$ cat src/rtl/fetch_pkg.sv
// rtl/fetch_pkg.sv - shared fetch sequencer types and constants
package fetch_pkg;

    localparam int XLEN = 32;
    localparam logic [XLEN-1:0] PC_STEP = 32'd4;

    typedef enum logic [1:0] {
        ST_IDLE = 2'd0,
        ST_RUN  = 2'd1,
        ST_HALT = 2'd2
    } fetch_state_t;

endpackage

$ cat src/rtl/fetch_perf_counters.sv
// rtl/fetch_perf_counters.sv - issue and stall event counters for the fetch sequencer
module fetch_perf_counters
    import fetch_pkg::*;
(
    input  logic            clk,
    input  logic            rst,
    input  logic            issue,
    input  logic            stall,
    output logic [XLEN-1:0] perf_fetched,
    output logic [XLEN-1:0] perf_stall
);

    // Counters survive start; only rst clears them. Both wrap naturally.
    always_ff @(posedge clk) begin
        if (rst) begin
            perf_fetched <= '0;
            perf_stall   <= '0;
        end else begin
            if (issue) perf_fetched <= perf_fetched + 32'd1;
            if (stall) perf_stall   <= perf_stall + 32'd1;
        end
    end

endmodule

$ cat src/rtl/instr_fetch_ctrl.sv
// rtl/instr_fetch_ctrl.sv - PC owner and fetch sequencer; FETCH_PERF_CNT_EN adds perf counters
module instr_fetch_ctrl
    import fetch_pkg::*;
#(
    parameter logic [31:0] RESET_PC   = 32'h0000_0000,
    parameter int          IMEM_DEPTH = 32
) (
    input  logic            clk,
    input  logic            rst,
    input  logic            start,
    input  logic            halt_req,
    input  logic            redirect_valid,
    input  logic [XLEN-1:0] redirect_target,
    output logic [XLEN-1:0] imem_addr,
    input  logic [XLEN-1:0] imem_rdata,
    output logic            out_valid,
    input  logic            out_ready,
    output logic [XLEN-1:0] out_instr,
    output logic [XLEN-1:0] out_pc,
    output logic            busy,
    output logic            fault,
    output logic [XLEN-1:0] fault_pc
`ifdef FETCH_PERF_CNT_EN
    ,
    output logic [XLEN-1:0] perf_fetched,
    output logic [XLEN-1:0] perf_stall
`endif
);

    localparam logic [XLEN-1:0] PC_LIMIT = XLEN'(IMEM_DEPTH * 4);

    fetch_state_t    state_q, state_d;
    logic [XLEN-1:0] pc_q, pc_d;
    logic            out_valid_q, out_valid_d;
    logic [XLEN-1:0] out_instr_q, out_instr_d;
    logic [XLEN-1:0] out_pc_q, out_pc_d;
    logic            fault_q, fault_d;
    logic [XLEN-1:0] fault_pc_q, fault_pc_d;

    logic running;
    logic handshake;
    logic slot_free;
    logic pc_bad;
    logic fault_now;
    logic issue;

    assign running   = (state_q == ST_RUN);
    assign handshake = out_valid_q && out_ready;
    assign slot_free = !out_valid_q || out_ready;
    assign pc_bad    = (pc_q[1:0] != 2'b00) || (pc_q >= PC_LIMIT);

    // Priority in RUN: redirect, then halt, then fault check, then issue.
    assign fault_now = running && !redirect_valid && !halt_req && slot_free && pc_bad;
    assign issue     = running && !redirect_valid && !halt_req && slot_free && !pc_bad;

    always_comb begin
        state_d     = state_q;
        pc_d        = pc_q;
        out_valid_d = out_valid_q;
        out_instr_d = out_instr_q;
        out_pc_d    = out_pc_q;
        fault_d     = fault_q;
        fault_pc_d  = fault_pc_q;

        if (handshake) out_valid_d = 1'b0;

        case (state_q)
            ST_RUN: begin
                if (redirect_valid) begin
                    // Flush whatever is pending, even if decode is taking it now.
                    out_valid_d = 1'b0;
                    pc_d        = redirect_target;
                    if (halt_req) state_d = ST_HALT;
                end else if (halt_req) begin
                    state_d = ST_HALT;
                end else if (fault_now) begin
                    fault_d    = 1'b1;
                    fault_pc_d = pc_q;
                    state_d    = ST_HALT;
                end else if (issue) begin
                    out_valid_d = 1'b1;
                    out_instr_d = imem_rdata;
                    out_pc_d    = pc_q;
                    pc_d        = pc_q + PC_STEP;
                end
            end
            default: begin
                if (start) begin
                    state_d = ST_RUN;
                    pc_d    = RESET_PC;
                    fault_d = 1'b0;
                end
            end
        endcase
    end

    always_ff @(posedge clk) begin
        if (rst) begin
            state_q     <= ST_IDLE;
            pc_q        <= RESET_PC;
            out_valid_q <= 1'b0;
            out_instr_q <= '0;
            out_pc_q    <= '0;
            fault_q     <= 1'b0;
            fault_pc_q  <= '0;
        end else begin
            state_q     <= state_d;
            pc_q        <= pc_d;
            out_valid_q <= out_valid_d;
            out_instr_q <= out_instr_d;
            out_pc_q    <= out_pc_d;
            fault_q     <= fault_d;
            fault_pc_q  <= fault_pc_d;
        end
    end

    assign imem_addr = pc_q;
    assign out_valid = out_valid_q;
    assign out_instr = out_instr_q;
    assign out_pc    = out_pc_q;
    assign busy      = running;
    assign fault     = fault_q;
    assign fault_pc  = fault_pc_q;

`ifdef FETCH_PERF_CNT_EN
    logic stall;
    assign stall = running && out_valid_q && !out_ready;

    fetch_perf_counters u_perf (
        .clk          (clk),
        .rst          (rst),
        .issue        (issue),
        .stall        (stall),
        .perf_fetched (perf_fetched),
        .perf_stall   (perf_stall)
    );
`endif

endmodule

$ cat config.mk
export PLATFORM = sky130hd
export DESIGN_NAME = instr_fetch_ctrl
export DESIGN_NICKNAME = d
export VERILOG_FILES = /design/src/rtl/fetch_pkg.sv /design/src/rtl/fetch_perf_counters.sv /design/src/rtl/instr_fetch_ctrl.sv
export SDC_FILE = /design/constraint.sdc
export NUM_CORES = 1
export LEC_CHECK = 0
export BUFFER_PORTS_ARGS = -buffer_cell sky130_fd_sc_hd__buf_2
export CAP_MARGIN = 25
export CORE_MARGIN = 2
export CORE_UTILIZATION = 40
export DETAILED_ROUTE_END_ITERATION = 8
export GPL_TIMING_DRIVEN = 1
export MAX_ROUTING_LAYER = met4
export PLACE_DENSITY = 0.72
export REMOVE_ABC_BUFFERS = 1
export SYNTH_ARGS = -nofsm -noshare
export SYNTH_HDL_FRONTEND = slang
export SYNTH_HIERARCHICAL = 1
export SYNTH_SLANG_ARGS = --single-unit
$ cat constraint.sdc
create_clock -name clk -period 5.6 [get_ports clk]
set_input_delay 0.56 -clock clk [delete_from_list [all_inputs] [get_ports clk]]
set_output_delay 0.56 -clock clk [all_outputs]
set_load 0.02 [all_outputs]
Yosys cells after proc, flatten, opt, wreduce, memory -nomap -nowiden
Cells that the tools add are included.
- register bits after elaboration: 132
- output and inout port bits: 131
- reductions and logical operators: 19
- $lt $le $gt $ge: 1
- equal/unequal tests: 9
- bitwise gates (word level): 3
- muxes and demuxes: 23
- add/subtract/negate cells: 1
- operator list (cell ; count):
    $mux 32 ; 6
    $add 32x3->32 const B ; 1
    $ge 32x8->1 const B ; 1
    $mux 2 ; 6
    $reduce_and 4->1 ; 3
    $mux 1 ; 11
    $ne 3x3->1 const B ; 3
    $logic_and 1x1->1 ; 6
    $ne 3x2->1 const B ; 2
    $reduce_and 5->1 ; 1
    $logic_not 1->1 ; 4
    $ne 2x2->1 const B ; 2
    $reduce_bool 2->1 ; 2
    $not 1->1 ; 3
    $reduce_and 3->1 ; 1
    $eq 2x1->1 const B ; 1
    $logic_or 1x1->1 ; 2
    $ne 2x1->1 const B ; 1

Logic depth before layout (Yosys ltp)
- depth in word-level cells: 10
- mapped depth: 8
- mapped depth without buffers: 6

Worst setup path after synthesis
OpenSTA, ideal clock, no wires.
- path type: input port to flip-flop
- start: in redirect_valid
- end: reg out_instr_q[17], in the netlist out_instr[17]
- data arrival time: 1.912 ns
- path slack: 3.555 ns
- data required time: 5.468 ns
- stages: 6
- library setup time: 0.132 ns
- path buffers: 2
- path through: or4_4 > or3_4 > buf_6 > buf_6 > nand2_1 > a21oi_1
- longest elaborated chain between the ends: 7
- elaborated cells on any way between the ends: 9
- classes of those cells: bitwise: 2; reduce/logical: 7
- ends and longest elaborated chain (element ; line ; text):
    from (decl) ; instr_fetch_ctrl.sv:12 ; input logic redirect_valid,
    $logic_not 1->1 ; instr_fetch_ctrl.sv:53, instr_fetch_ctrl.sv:54 ;
    $logic_and 1x1->1 (3 in a row) ; instr_fetch_ctrl.sv:53, instr_fetch_ctrl.sv:54 ;
    $logic_and 1x1->1 ; instr_fetch_ctrl.sv:53 ; assign fault_now = running && !redirect_valid && !halt_req && slot_free && pc_bad;
    $not 1->1 (no line) ; - ;
    $reduce_and 5->1 (no line) * ; - ;
    to (signal assigned) ; instr_fetch_ctrl.sv:110 ; out_instr_q <= out_instr_d;
    to (decl) ; instr_fetch_ctrl.sv:35 ; logic [XLEN-1:0] out_instr_q, out_instr_d;
Every way passes the cells marked *; elsewhere a longest branch is shown, timed or not.
A chain may end at the register's enable or synchronous reset.

Final worst setup path
- start: reg pc_q[15], in the netlist imem_addr[15]
- end: reg fault_pc_q[17], in the netlist fault_pc[17]
- longest elaborated chain between the ends: 4
- ends and longest elaborated chain (element ; line ; text):
    from (decl) ; instr_fetch_ctrl.sv:33 ; logic [XLEN-1:0] pc_q, pc_d;
    from (signal assigned) ; instr_fetch_ctrl.sv:108 ; pc_q <= pc_d;
    $ge 32x8->1 ; instr_fetch_ctrl.sv:50 ; assign pc_bad = (pc_q[1:0] != 2'b00) || (pc_q >= PC_LIMIT);
    $logic_or 1x1->1 ; instr_fetch_ctrl.sv:50 ;
    $logic_and 1x1->1 ; instr_fetch_ctrl.sv:53 ;
    $reduce_and 4->1 (no line) ; - ;
    to (signal assigned) ; instr_fetch_ctrl.sv:113 ; fault_pc_q <= fault_pc_d;
    to (decl) ; instr_fetch_ctrl.sv:38 ; logic [XLEN-1:0] fault_pc_q, fault_pc_d;
No other way between the ends.

==> metrics list <==
* Weighted congestion at the end of routability-driven global placement: 0.821
- Sorting the synthesized cells by area gives the leading types as sky130_fd_sc_hd__dfxtp_1 55%, sky130_fd_sc_hd__nand2_1 7.2%, sky130_fd_sc_hd__mux2i_1 6.2%, sky130_fd_sc_hd__a21oi_1 5.3%, sky130_fd_sc_hd__and3_1 3.9%.
* Normalized max-slew margin: 31.2%
* Share of the clock period used by the worst path: 49.1%
- Across all layers, the routed design uses 4439 vias.
- In this design, the stage delay of the slowest critical-path cell is 0.78 ns.
* Total global routing overflow: 0
* CTS clock-pin slew for the worst setup and hold paths: 0.06 ns
* First-pass iteration count of the detailed router: 5
* Final Setup Violations: 0
- Area fraction of the dominant cell type after synthesis: 54.9%
* Worst hold-check path type: in2reg
- The signal on the critical path passes through nor4_1, nand4_1, o21ai_4, buf_4, mux2i_1, nor2_1.
- Yosys warnings: 6
* Number of H-tree branching levels: 4
* Mux cell area share after synthesis: 6.47%
- Seq/Total Area, Yosys: 54.9%
* Filler Cells Inserted: 1060
- The count of nets left with antenna violations once routing finished came out at 0.
* Die area: 12900 um^2
* Cell taking the most area after synthesis: sky130_fd_sc_hd__dfxtp_1
- GR Util All Layers: 22.3%
* Number of sinks on the clock net: 132
- Fraction of final layout cells sized beyond drive strength 1: 34.6%
- Of the total synthesized cell area, the portion taken by AND, OR, NAND and NOR gates is 19.4%.
* Setup repair after global routing missed its margin: no
- Fraction of the mapped netlist area in compound gates: 13.9%
* Max Clock Skew: 0.0128 ns
- Via count of the first global-routing pass: 4288
- From synthesis to final layout, the design area changed by 36.1%.
- TritonCTS built the clock tree.
* Fraction of the core area covered by cells at the end of the flow: 55.3%
- After Yosys synthesis, full adders, half adders and majority gates account for 0.519% of the synthesized area.
- Worst vdd ir: 0.181 mV
* Crit-path leading delay family: simple AND/OR/NAND/NOR gates
- Number of enable flip-flop cells after synthesis: 0
- Post-CTS Hold Fix Bufs: 0
- For this design the top-level I/O count stands at 201.
- TritonCTS created 17 clock buffers.
- The die is 114 um tall.
* Final HPWL DP: 9880 um
- Counting cells, the worst reg-to-reg path comes to 6.
- Registers take 2640 um^2.
- Setup_tns: 0 ns
* Mean Syn Cell Area: 9.39 um^2
- Crit end category: register
- The first global-routing pass estimated 21700 um of wire.
- Violation count after the first detailed-route iteration: 344
- Source-to-sink clock delay at the later pin of the worst-skew pair: 0.41 ns
* Synth Flop Type: sky130_fd_sc_hd__dfxtp_1
* Floorplan Core Area: 11900 um^2
- Final hold vios: 0
- Port Buffer Count: 200
- Maximum Capacitance Violations: 0
- Worst Tran Pin Value: 1.03 ns
- The commonest cells after synthesis are 132 x sky130_fd_sc_hd__dfxtp_1, 93 x sky130_fd_sc_hd__nand2_1, 51 x sky130_fd_sc_hd__a21oi_1, 42 x sky130_fd_sc_hd__nor2_1.
- Summed over all layers, the routed wires come to 13900 um.
* Cell area after technology mapping: 4820 um^2
- Combinational family with the most area after synthesis: simple AND/OR/NAND/NOR gates
- The slowest stage of the critical path is the sky130_fd_sc_hd__o21ai_4 cell.
- Multi-input gate area: 1970 um^2
* Category of the worst setup path launch point: register
- Number of logic stages on the critical path including buffering: 6
- Buffers from clock root to sink, at most: 2
* Static power due to leakage: 3.31 nW
- The die is 114 um wide.
* Synthesized flop and latch total: 132
- Run status: finished clean
- Class of the most critical setup path: reg2reg
- Routed wire per std cell: 16.0 um
- In this run the worst path has a maximum fanout of 19.
- For this configuration, the core starts out at a cell density of 40.6%.
* Cell count after synthesis: 513
* Total setup buffers inserted after CTS: 0
- Derived from the worst setup path, the maximum achievable clock frequency is 363 MHz.
- Power per Cell Area: 360 nW/um^2
* Buf/Inv on CP: 1
- Entering global routing, the biggest net connects 68 pins.
* Netlist cell types: 45
- Data arrival time of the critical path: 3.04 ns
- Cell with the most instances after synthesis: sky130_fd_sc_hd__dfxtp_1
* Vias per cell: 5.13
- STA puts the critical path data required time at 5.89 ns.
- Total number of placement rows: 40
- Number of gates given a new drive strength after cts: 0
* Drc violations: 0
- The worst hold path was traced through 2 stages.
- In this run the clock root is driven by a sky130_fd_sc_hd__clkbuf_16.
* Final critical path time including I/O delays and setup: 2.75 ns
* Setup slack, reg-to-reg: 2.85 ns
- Net count reported at finish: 776
* Xor and xnor fraction of the mapped netlist area: 0.364%
- The number of antenna violations at the first check in global routing was 2.
- Final slew viol count: 0
- After synthesis, the share of flip-flops with an asynchronous set or reset is 0%.
==> final cells by class <==
cell class | count | share of cell area [%]
tap | 147 | 2.81
multi-input combinational | 338 | 30.1
timing repair buffer | 207 | 16.2
clock inverter | 9 | 2.63
clock buffer | 23 | 7.44
sequential | 132 | 40.3
antenna | 2 | 0.0763
inverter | 8 | 0.458
==> cell usage in the layout (no fill, tap or decap), drive strengths merged, types with 3 or more instances in the layout <==
cell type / n
a21oi: 51
a22o: 17
a22oi: 5
a31oi: 4
a32o: 3
and3: 30
buf: 207
bufinv: 5
clkbuf: 23
clkinv: 3
dfxtp: 132
inv: 8
mux2i: 30
nand2: 94
nand2b: 4
nand3: 8
nand4: 4
nor2: 42
nor3: 7
nor4: 7
o21a: 3
o21ai: 5
==> state kept, by name, indices dropped and copies added (netlist names) <==
register and flops:
fault_pc 32, imem_addr 32, out_valid 1, state_q 2
out_pc 32, out_instr 32, fault 1
==> path summary, 6_finish.rpt <==
| check | from | end |
|---|---|---|
| hold reg to reg | out_pc[2]$_SDFFE_PP0P_ | out_pc[2]$_SDFFE_PP0P_ |
| setup reg to reg | imem_addr[15]$_SDFFE_PP0P_ | fault_pc[17]$_SDFFE_PP0P_ |
| hold / removal | redirect_target[17] | imem_addr[17]$_SDFFE_PP0P_ |
| setup / recovery | imem_addr[15]$_SDFFE_PP0P_ | fault_pc[17]$_SDFFE_PP0P_ |
==> stage by stage <==
step | total power [mW] | cells | setup WS (ns) | hold slack, ns | cell area [um^2]
after floorplan | 1.07 | 478 | 2.77 | 0.477 | 4630
after global placement | 1.15 | 830 | 2.89 | 0.439 | 5870
after detailed placement | 1.15 | 831 | 2.80 | 0.444 | 5880
after CTS | 2.39 | 863 | 2.83 | 0.328 | 6540
after global routing | 2.45 | 866 | 2.56 | 0.339 | 6560
final | 2.36 | 866 | 2.85 | 0.354 | 6560
==> layer usage <==
layer | GRT usage (%) | routed length, um | vias to the layer above
met3 | 7.49 | 1100 | 17
met1 | 26.1 | 6050 | 2048
met2 | 35.2 | 6570 | 208
met5 | - | 0 | -
li1 | - | - | 2166
met4 | 9.51 | 174 | 0
==> power breakdown <==
part           internal [mW]  switching, mW
Clock                  0.835          0.388
Combinational         0.0581          0.109
Sequential             0.954         0.0135
Total                   1.85          0.510
==> cell families (layout without fill, tap and decap cells) <==
kind of cell             Yosys count  count (layout)
AND/OR/NAND/NOR                  202             202
flip-flops                       132             132
AO/OA/AOI/OAI                    101             101
buffers and inverters             43             247
multiplexers                      31              31
adder cells (fa/ha/maj)            2               2
XOR/XNOR                           2               2
other                              0               2
Note: power is estimated with default switching activity, not from simulation.
